==> src/rtl/exc_pkg.sv <==
// Shared definitions for the exception/interrupt controller: ExcCode values,
// exc_vec bit positions, FSM states, winner/badvaddr selectors and the
// default exception vector address.
package exc_pkg;

  // Default exception/interrupt entry vector
  localparam logic [31:0] EXC_ENTER_ADDR_DEF = 32'hBFC0_0380;

  // Bit positions inside exc_vec
  localparam int EXC_BIT_FETCH = 6;
  localparam int EXC_BIT_RI    = 5;
  localparam int EXC_BIT_SYS   = 4;
  localparam int EXC_BIT_BP    = 3;
  localparam int EXC_BIT_OV    = 2;
  localparam int EXC_BIT_RADDR = 1;
  localparam int EXC_BIT_WADDR = 0;

  // CP0 Cause.ExcCode values
  localparam logic [4:0] CODE_INT  = 5'h00;
  localparam logic [4:0] CODE_ADEL = 5'h04;
  localparam logic [4:0] CODE_ADES = 5'h05;
  localparam logic [4:0] CODE_SYS  = 5'h08;
  localparam logic [4:0] CODE_BP   = 5'h09;
  localparam logic [4:0] CODE_RI   = 5'h0A;
  localparam logic [4:0] CODE_OV   = 5'h0C;

  // Controller FSM states
  typedef enum logic [1:0] {
    ST_IDLE     = 2'd0,
    ST_FLUSH    = 2'd1,
    ST_REDIRECT = 2'd2
  } exc_state_e;

  // Arbitration winner, highest priority first
  typedef enum logic [3:0] {
    WIN_NONE  = 4'd0,
    WIN_INT   = 4'd1,
    WIN_FETCH = 4'd2,
    WIN_RI    = 4'd3,
    WIN_SYS   = 4'd4,
    WIN_BP    = 4'd5,
    WIN_OV    = 4'd6,
    WIN_RADDR = 4'd7,
    WIN_WADDR = 4'd8,
    WIN_ERET  = 4'd9
  } exc_win_e;

  // Source of the bad virtual address
  typedef enum logic [1:0] {
    BV_NONE = 2'd0,
    BV_PC   = 2'd1,
    BV_DM   = 2'd2
  } bv_sel_e;

  // EPC of the faulting instruction: the branch when in a delay slot
  function automatic logic [31:0] victim_pc(input logic [31:0] pc, input logic in_ds);
    logic [31:0] res;
    if (in_ds) begin
      res = pc - 32'd4;
    end else begin
      res = pc;
    end
    return res;
  endfunction

endpackage

==> src/rtl/exc_prio_enc.sv <==
// Fixed-priority arbiter for the exception sources of the WB instruction.
// Order: interrupt, fetch_error, inst_reserved, syscall, break, overflow,
// raddr_error, waddr_error, eret. Purely combinational.
module exc_prio_enc
  import exc_pkg::*;
(
  input  logic       int_q,
  input  logic [6:0] exc_vec,
  input  logic       eret,
  output exc_win_e   win,
  output logic [4:0] code,
  output bv_sel_e    bv_sel
);

  // Pick the single highest-priority source and its ExcCode / badvaddr source
  always_comb begin
    win    = WIN_NONE;
    code   = CODE_INT;
    bv_sel = BV_NONE;
    if (int_q) begin
      win  = WIN_INT;
      code = CODE_INT;
    end else if (exc_vec[EXC_BIT_FETCH]) begin
      win    = WIN_FETCH;
      code   = CODE_ADEL;
      bv_sel = BV_PC;
    end else if (exc_vec[EXC_BIT_RI]) begin
      win  = WIN_RI;
      code = CODE_RI;
    end else if (exc_vec[EXC_BIT_SYS]) begin
      win  = WIN_SYS;
      code = CODE_SYS;
    end else if (exc_vec[EXC_BIT_BP]) begin
      win  = WIN_BP;
      code = CODE_BP;
    end else if (exc_vec[EXC_BIT_OV]) begin
      win  = WIN_OV;
      code = CODE_OV;
    end else if (exc_vec[EXC_BIT_RADDR]) begin
      win    = WIN_RADDR;
      code   = CODE_ADEL;
      bv_sel = BV_DM;
    end else if (exc_vec[EXC_BIT_WADDR]) begin
      win    = WIN_WADDR;
      code   = CODE_ADES;
      bv_sel = BV_DM;
    end else if (eret) begin
      win  = WIN_ERET;
      code = CODE_INT;
    end else begin
      win = WIN_NONE;
    end
  end

endmodule

==> src/rtl/exc_ctrl.sv <==
// Exception/interrupt controller at WB. On a trigger it flushes younger
// instructions and commits CP0 for one cycle (FLUSH), then holds a fetch
// redirect until acknowledged (REDIRECT). All outputs are flops.
// Optional macro EXC_CTRL_STATS_EN adds a taken-exception counter on
// exc_count; without it exc_count is tied to zero.
module exc_ctrl
  import exc_pkg::*;
#(
  parameter logic [31:0] EXC_ENTER_ADDR = EXC_ENTER_ADDR_DEF
)(
  input  logic        clk,
  input  logic        resetn,
  input  logic        wb_valid,
  input  logic [6:0]  exc_vec,
  input  logic        eret,
  input  logic        delay_slot,
  input  logic [31:0] wb_pc,
  input  logic [31:0] dm_addr,
  input  logic [31:0] epc,
  input  logic [7:0]  int_pending,
  input  logic [7:0]  status_im,
  input  logic        status_ie,
  input  logic        status_exl,
  input  logic        redirect_ack,
  output logic        cancel,
  output logic        cp0_commit,
  output logic [4:0]  exc_code,
  output logic        exc_bd,
  output logic [31:0] exc_epc,
  output logic        set_exl,
  output logic        clr_exl,
  output logic        badvaddr_we,
  output logic [31:0] exc_badvaddr,
  output logic        redirect_valid,
  output logic [31:0] redirect_pc,
  output logic        busy,
  output logic [31:0] exc_count
);

  exc_state_e  state_r, state_nxt_s;
  logic        int_q_r, int_nxt_s;
  logic        trigger_s;
  exc_win_e    win_s;
  logic [4:0]  code_s;
  bv_sel_e     bv_sel_s;
  logic        is_eret_s;
  logic        bv_we_s;
  logic [31:0] bv_addr_s;
  logic        kind_eret_r;
  logic [31:0] epc_r;

  logic        cancel_r, cp0_commit_r, exc_bd_r, set_exl_r, clr_exl_r;
  logic        badvaddr_we_r, redirect_valid_r, busy_r;
  logic [4:0]  exc_code_r;
  logic [31:0] exc_epc_r, exc_badvaddr_r, redirect_pc_r;

  exc_prio_enc u_prio (
    .int_q   (int_q_r),
    .exc_vec (exc_vec),
    .eret    (eret),
    .win     (win_s),
    .code    (code_s),
    .bv_sel  (bv_sel_s)
  );

  // Masked/enabled interrupt request and trigger qualification
  always_comb begin
    int_nxt_s = (|(int_pending & status_im)) & status_ie & ~status_exl;
    trigger_s = (state_r == ST_IDLE) & wb_valid & (int_q_r | (|exc_vec) | eret);
    is_eret_s = (win_s == WIN_ERET);
  end

  // Bad virtual address source selection
  always_comb begin
    bv_addr_s = 32'h0000_0000;
    bv_we_s   = 1'b0;
    case (bv_sel_s)
      BV_PC: begin
        bv_addr_s = wb_pc;
        bv_we_s   = 1'b1;
      end
      BV_DM: begin
        bv_addr_s = dm_addr;
        bv_we_s   = 1'b1;
      end
      default: begin
        bv_addr_s = 32'h0000_0000;
        bv_we_s   = 1'b0;
      end
    endcase
  end

  // Next-state logic
  always_comb begin
    state_nxt_s = state_r;
    case (state_r)
      ST_IDLE: begin
        if (trigger_s) begin
          state_nxt_s = ST_FLUSH;
        end else begin
          state_nxt_s = ST_IDLE;
        end
      end
      ST_FLUSH: begin
        state_nxt_s = ST_REDIRECT;
      end
      ST_REDIRECT: begin
        if (redirect_ack) begin
          state_nxt_s = ST_IDLE;
        end else begin
          state_nxt_s = ST_REDIRECT;
        end
      end
      default: begin
        state_nxt_s = ST_IDLE;
      end
    endcase
  end

  // State register and registered interrupt request
  always_ff @(posedge clk or negedge resetn) begin
    if (!resetn) begin
      state_r <= ST_IDLE;
      int_q_r <= 1'b0;
    end else begin
      state_r <= state_nxt_s;
      int_q_r <= int_nxt_s;
    end
  end

  // Capture kind and EPC at trigger for use by the later redirect
  always_ff @(posedge clk or negedge resetn) begin
    if (!resetn) begin
      kind_eret_r <= 1'b0;
      epc_r       <= 32'h0000_0000;
    end else if (trigger_s) begin
      kind_eret_r <= is_eret_s;
      epc_r       <= epc;
    end else begin
      kind_eret_r <= kind_eret_r;
      epc_r       <= epc_r;
    end
  end

  // CP0 commit fields: loaded at trigger so they are live exactly in FLUSH
  always_ff @(posedge clk or negedge resetn) begin
    if (!resetn) begin
      cancel_r       <= 1'b0;
      cp0_commit_r   <= 1'b0;
      exc_code_r     <= 5'h00;
      exc_bd_r       <= 1'b0;
      exc_epc_r      <= 32'h0000_0000;
      set_exl_r      <= 1'b0;
      clr_exl_r      <= 1'b0;
      badvaddr_we_r  <= 1'b0;
      exc_badvaddr_r <= 32'h0000_0000;
    end else if (trigger_s) begin
      cancel_r       <= 1'b1;
      cp0_commit_r   <= 1'b1;
      exc_code_r     <= code_s;
      exc_bd_r       <= delay_slot;
      exc_epc_r      <= victim_pc(wb_pc, delay_slot);
      set_exl_r      <= ~is_eret_s;
      clr_exl_r      <= is_eret_s;
      badvaddr_we_r  <= bv_we_s;
      exc_badvaddr_r <= bv_addr_s;
    end else begin
      cancel_r       <= 1'b0;
      cp0_commit_r   <= 1'b0;
      exc_code_r     <= 5'h00;
      exc_bd_r       <= 1'b0;
      exc_epc_r      <= 32'h0000_0000;
      set_exl_r      <= 1'b0;
      clr_exl_r      <= 1'b0;
      badvaddr_we_r  <= 1'b0;
      exc_badvaddr_r <= 32'h0000_0000;
    end
  end

  // Redirect request and busy, derived from the upcoming state
  always_ff @(posedge clk or negedge resetn) begin
    if (!resetn) begin
      redirect_valid_r <= 1'b0;
      redirect_pc_r    <= 32'h0000_0000;
      busy_r           <= 1'b0;
    end else begin
      busy_r <= (state_nxt_s != ST_IDLE);
      if (state_nxt_s == ST_REDIRECT) begin
        redirect_valid_r <= 1'b1;
        redirect_pc_r    <= kind_eret_r ? epc_r : EXC_ENTER_ADDR;
      end else begin
        redirect_valid_r <= 1'b0;
        redirect_pc_r    <= 32'h0000_0000;
      end
    end
  end

`ifdef EXC_CTRL_STATS_EN
  logic [31:0] count_r;

  // Count each FLUSH of exception/interrupt kind; wraps naturally
  always_ff @(posedge clk or negedge resetn) begin
    if (!resetn) begin
      count_r <= 32'h0000_0000;
    end else if ((state_r == ST_FLUSH) && !kind_eret_r) begin
      count_r <= count_r + 32'd1;
    end else begin
      count_r <= count_r;
    end
  end

  assign exc_count = count_r;
`else
  assign exc_count = 32'h0000_0000;
`endif

  assign cancel         = cancel_r;
  assign cp0_commit     = cp0_commit_r;
  assign exc_code       = exc_code_r;
  assign exc_bd         = exc_bd_r;
  assign exc_epc        = exc_epc_r;
  assign set_exl        = set_exl_r;
  assign clr_exl        = clr_exl_r;
  assign badvaddr_we    = badvaddr_we_r;
  assign exc_badvaddr   = exc_badvaddr_r;
  assign redirect_valid = redirect_valid_r;
  assign redirect_pc    = redirect_pc_r;
  assign busy           = busy_r;

endmodule

==> config.mk <==
export PLATFORM = sky130hd
export DESIGN_NAME = exc_ctrl
export DESIGN_NICKNAME = d
export VERILOG_FILES = /design/src/rtl/exc_pkg.sv /design/src/rtl/exc_prio_enc.sv /design/src/rtl/exc_ctrl.sv
export SDC_FILE = /design/constraint.sdc
export NUM_CORES = 1
export LEC_CHECK = 0
export BUFFER_PORTS_ARGS = -buffer_cell sky130_fd_sc_hd__clkbuf_2
export CORE_MARGIN = 1.5
export CORE_UTILIZATION = 43
export DETAILED_ROUTE_END_ITERATION = 8
export PLACE_DENSITY = 0.87
export SYNTH_ARGS = -nofsm -noshare
export SYNTH_HDL_FRONTEND = slang
export SYNTH_SLANG_ARGS = --single-unit
==> constraint.sdc <==
create_clock -name clk -period 1.95 [get_ports clk]
set_clock_uncertainty 0.1 [all_clocks]
set_input_delay 0.39 -clock clk [delete_from_list [all_inputs] [get_ports clk]]
set_output_delay 0.39 -clock clk [all_outputs]
set_load 0.01 [all_outputs]
Yosys cells after proc, flatten, opt, wreduce, memory -nomap -nowiden
Cells that the tools add are included.
Cells by class
  add/sub/neg operators: 1
  eq/ne operators: 6
  multiplexer cells: 42
  bitwise logic cells: 9
  reduce and logical (&&, ||, !) cells: 5
Operator list (count)
  $mux 32: 5
  $pmux 32 s2: 1
  $mux 5: 8
  $mux 4: 9
  $sub 32x3->32 const B: 1
  $mux 2: 9
  $and 8x8->8: 1
  $mux 1: 8
  $reduce_or 8->1: 1
  $reduce_or 7->1: 1
  $eq 2x2->1 const B: 3
  $pmux 2 s3: 1
  $and 1x1->1: 4
  $eq 2x1->1 const B: 2
  $eq 4x4->1 const B: 1
  $mux 3: 1
  $logic_not 2->1: 1
  $not 1->1: 2
  $or 1x1->1: 2
  $reduce_bool 2->1: 1
  $reduce_or 2->1: 1
Word-level totals
  bits in registers: 144
  logic and storage cells: 78

Logic depth before layout (Yosys ltp)
  word-level depth: 12
  mapped depth: 7
  gate-level depth less buffers: 6

Modules after synthesis
A second synthesis with hierarchy kept.
Second synthesis, totals
  cells, all modules: 585
  area total of the unflattened synthesis: 6115.9 sq um
Modules (own cells, without submodules)
  exc_ctrl: times used 1, cells each 558, area each 5935.7 sq um
  exc_prio_enc: times used 1, cells each 27, area each 180.2 sq um

Worst setup path after synthesis
No wires, ideal clock.
  path kind: input -> register
  start: input port exc_vec[5]
  end: register exc_badvaddr_r[30] (netlist: exc_badvaddr[30])
  arrival: 1.755 ns
  required time: 1.778 ns
  path slack: 0.023 ns
  cell stages on the path: 7
  cells stage by stage: nor4_2 > nand3b_1 > ha_1 > or2_1 > clkbuf_1 > buf_2 > nor2_1
Between the ends
  word-level cells in the longest chain between the ends: 6
  elaborated cells between the ends (all ways): 11
  those cells by class: eq/ne (2); mux (5); bitwise (3); reduce/logical (1)
Ends and longest elaborated chain
  start: declaration: RTL line exc_ctrl.sv:14  | input logic [6:0] exc_vec,
  $mux 2: RTL line exc_prio_enc.sv:27  | end else if (exc_vec[EXC_BIT_RI]) begin
  $mux 2: RTL line exc_prio_enc.sv:23  | end else if (exc_vec[EXC_BIT_FETCH]) begin
  $mux 2: RTL line exc_prio_enc.sv:20  | if (int_q) begin
  $eq 2x2->1 / $eq 2x1->1 (equally long branches): RTL line exc_ctrl.sv:77  | case (bv_sel_s)
  $pmux 32 s2: RTL line exc_ctrl.sv:77
  $mux 32 (*): RTL line exc_ctrl.sv:157  | end else if (trigger_s) begin
  end signal: assignment: RTL line exc_ctrl.sv:166  | exc_badvaddr_r <= bv_addr_s;
  end: declaration: RTL line exc_ctrl.sv:55  | logic [31:0] exc_epc_r, exc_badvaddr_r, redirect_pc_r;
Every way passes the cells marked *; elsewhere a longest branch is shown, timed or not.
A chain may end at the register's enable or synchronous reset.

Worst setup path after layout
  start: register state_r[0]
  end: register exc_badvaddr_r[21] (netlist: exc_badvaddr[21])
Between the ends
  word-level cells in the longest chain between the ends: 4
Ends and longest elaborated chain
  start: declaration: RTL line exc_ctrl.sv:40  | exc_state_e state_r, state_nxt_s;
  start signal: assignment: RTL line exc_ctrl.sv:126  | state_r <= state_nxt_s;
  $logic_not 2->1: RTL line exc_ctrl.sv:69  | trigger_s = (state_r == ST_IDLE) & wb_valid & (int_q_r | (|exc_vec) | eret);
  $and 1x1->1 (2 in series): RTL line exc_ctrl.sv:69
  $mux 32: RTL line exc_ctrl.sv:157
No other way between the ends.

==> summary.txt <==
Timing
  – Final WS setup: ~0.039 ns
  – Worst slew margin: 57.4%
  – Hold WS: 0.0439 ns
  – Max-slew violations: 0
  – Fmax: roughly 520 MHz
  – Crit path time final: 1.91 ns
  – Final period utilization: between 90% and 100%
  – Final setup violating endpoints: 0
  – Pin slew with the least headroom to its limit: 0.636 ns
  – Hold Fails Final Rpt: 0

Clock network
  – Clk sinks: 143
  – CTS root buf: clkbuf_16
  – Worst-Skew Late Latency: 0.42 ns
  – CTS H-tree depth: 4
  – Number of buffers created by CTS: 17
  – CTS tree: built
  – CTS max path bufs: 2
  – Clk pin slew, worst setup/hold paths: 0.06 ns

Min path
  – Hold Path Cell Cnt: 2
  – Hold path start: status_exl
  – Hold endpoint: int_q_r
  – Hold Path Class: in -> reg

Pwr
  – Leak: 0.00438 uW
  – P per Cell Area: 1110 nW/um^2
  – Peak supply drop: between 600 and 700 uV

Route
  – Residual DRC: 0
  – Vias/cell: approximately 5
  – WL final: 16300 um
  – Routed Antenna Nets: 0
  – Wire per inst: between 15 and 20 um
  – Pre-antenna DRT Iters: 7
  – Iteration-0 DRC Markers: 370
  – Vias: 4887

Final layout
  – Layout cell share with drive strength beyond 1: approximately 48%
  – P&R area growth vs syn: 41.3%
  – Fin nets: 926
  – N_diodes: 0

Synthesis
  – Top cells by area, synth: dfrtp_1 60%, mux2_2 5.5%, buf_4 4.5%
  – Number of flops mapped to enable cells by yosys: 0
  – Ys Warns: 0
  – Cells after Synth: approximately 510
  – Syn avg cell area: 11.8 um^2
  – #FFs+latches synth: 143
  – Main synth FF type: dfrtp_1
  – Yosys top cell area share: 60.0%
  – Post-synth ARST share: 100%
  – Most instantiated cells after synthesis: 143 x dfrtp_1, 56 x nor2_1, 36 x buf_4
  – Sequential share of the synthesized area: 60.0%
  – Yosys top cell by area: dfrtp_1
  – Syn Std Cell Area: 5960 um^2
  – Synth unique cells: 50
  – Top-count cell post-synth: dfrtp_1

Place
  – Final Wtd Congestion: 0.806
  – Buffers on Ports: 234
  – Worst slack, placed: -0.298 ns
  – Dpl hpwl: 11600 um

Setup path
  – Reg2reg path depth: 5
  – Startpoint types: flip-flop
  – R2R Setup Slk: ~0.039 ns
  – Crit. End Element: flip-flop
  – Worst Path Max Fanout: 8
  – Crit path DAT: roughly 2.2 ns
  – CP Data Required Time: 2.20 ns
  – R2R Path Start: state_r[0]
  – Worst reg2reg path endpoint: exc_badvaddr[21]
  – Setup CP Type: reg -> reg

Global route
  – Largest net degree at the start of global routing: 52
  – Aggregate global routing overflow: 0
  – Vias in the first global route: 5002
  – GRT Total Usage: 22.7%
  – Initial antenna violation count: 0
  – First-pass GRT wire length: 25000 um

Die
  – Initial Util: 44.5%
  – Core area: between 10000 and 15000 um^2
  – Die footprint: approximately 15000 um^2
  – Die Y: 121 um
  – Site Rows: 42
  – IO Pins: 268
  – Die width: around 120 um

Status
  – Status: completed

Job
  – Max_cap viols: 0
==> how the worst max path moves through the flow <==
stage                from          endpoint  slack, ns
2_1_floorplan  exc_vec[5]  exc_badvaddr[30]       0.02
3_3_place_gp     wb_pc[3]       exc_epc[28]      -0.23
3_5_place_dp     wb_pc[3]       exc_epc[20]      -0.30
4_1_cts        state_r[1]  exc_badvaddr[22]      0.003
5_1_grt        state_r[0]   exc_badvaddr[4]      -0.02
6_report       state_r[0]  exc_badvaddr[21]       0.04
==> routing by layer <==
layer  vias to the layer above  part of all wire, %  track usage (%)
met5                         -                    0                0
met4                         0                  1.3             8.53
met3                        17                  7.5             6.89
met2                       222                   52             39.7
met1                      2383                   40             26.2
li1                       2265                    -                -
==> per-stage QoR <==
| stage | instances | total power (uW) | setup TNS [ns] | area [um^2] | util [%] |
|---|---|---|---|---|---|
| finish | 985 | 9310 | 0 | 8420 | 62.8 |
| global route | 985 | 9770 | -0.0213 | 8420 | 62.8 |
| CTS | 982 | 9300 | 0 | 8290 | 61.9 |
| detailed placement | 948 | 5980 | -7.88 | 7630 | 57.0 |
| global placement | 948 | 5870 | -5.89 | 7630 | 57.0 |
| floorplan | 537 | 5010 | 0 | 6080 | - |
==> report_power, final <==
| part | internal (uW) | switching, uW | total, uW | leakage [uW] |
|---|---|---|---|---|
| Clock | 1950 | 1300 | 3250 | 0.000287 |
| Combinational | 1030 | 1120 | 2150 | 0.00222 |
| Sequential | 3630 | 281 | 3910 | 0.00188 |
| Total | 6600 | 2710 | 9310 | 0.00438 |
==> worst max-delay path: stages (launching register included) <==
cell and delay (ns):
dfrtp_1 0.40, or3b_4 0.42, a41o_4 0.28, or2_4 0.32
clkbuf_16 0.22, nor2_4 0.11
==> cell usage in the layout (no fill, tap or decap), types with 7 or more instances in the layout <==
master | synthesis | layout
a21oi_1 | 28 | 28
mux2_2 | 29 | 29
inv_1 | 23 | 23
buf_4 | 36 | 52
or3_1 | 11 | 11
buf_12 | 0 | 7
nor2_2 | 0 | 7
xor2_1 | 10 | 10
conb_1 | 1 | 33
o21ai_0 | 10 | 10
nor2_1 | 56 | 41
dfrtp_1 | 143 | 143
nor2_4 | 0 | 8
a22oi_1 | 34 | 34
clkbuf_16 | 0 | 19
nand2_1 | 8 | 8
clkbuf_2 | 0 | 233
and2_1 | 23 | 23
==> area by class of cell <==
cell class                 instances  area [um^2]
tap                              176          220
clock inverter                    13          153
timing repair buffer             297         1800
multi-input combinational        314         2140
inverter                          23         86.3
sequential                       143         3580
clock buffer                      19          443
fill                            1040         4980
==> sequential cells by signal (all words and copies together), names as in the netlist <==
signal          count
clr_exl             1
redirect_valid      1
epc_r              32
state_r             2
exc_epc            32
exc_bd              1
redirect_pc        32
cp0_commit          1
set_exl             1
busy                1
kind_eret_r         1
exc_code            4
exc_badvaddr       32
int_q_r             1
badvaddr_we         1
==> logic make-up after synthesis <==
kind of cell | synth area share, %
AO/OA/AOI/OAI | 9.36
XOR/XNOR | 1.76
adder cells (fa/ha/maj) | 0.630
buffers and inverters | 7.62
flip-flops | 60.0
multiplexers | 6.40
other | 0.0629
AND/OR/NAND/NOR | 14.1
==> timing repair <==
action                     in CTS  in global routing
resized for setup               9                 19
pin swaps                       0                  7
setup endpoints to repair       6                 32
hold buffers                    1                  0
buffers inserted                0                  2
hold endpoints to repair       30                  0
cloned                          1                  2
Power figures use the tool's default switching activity.
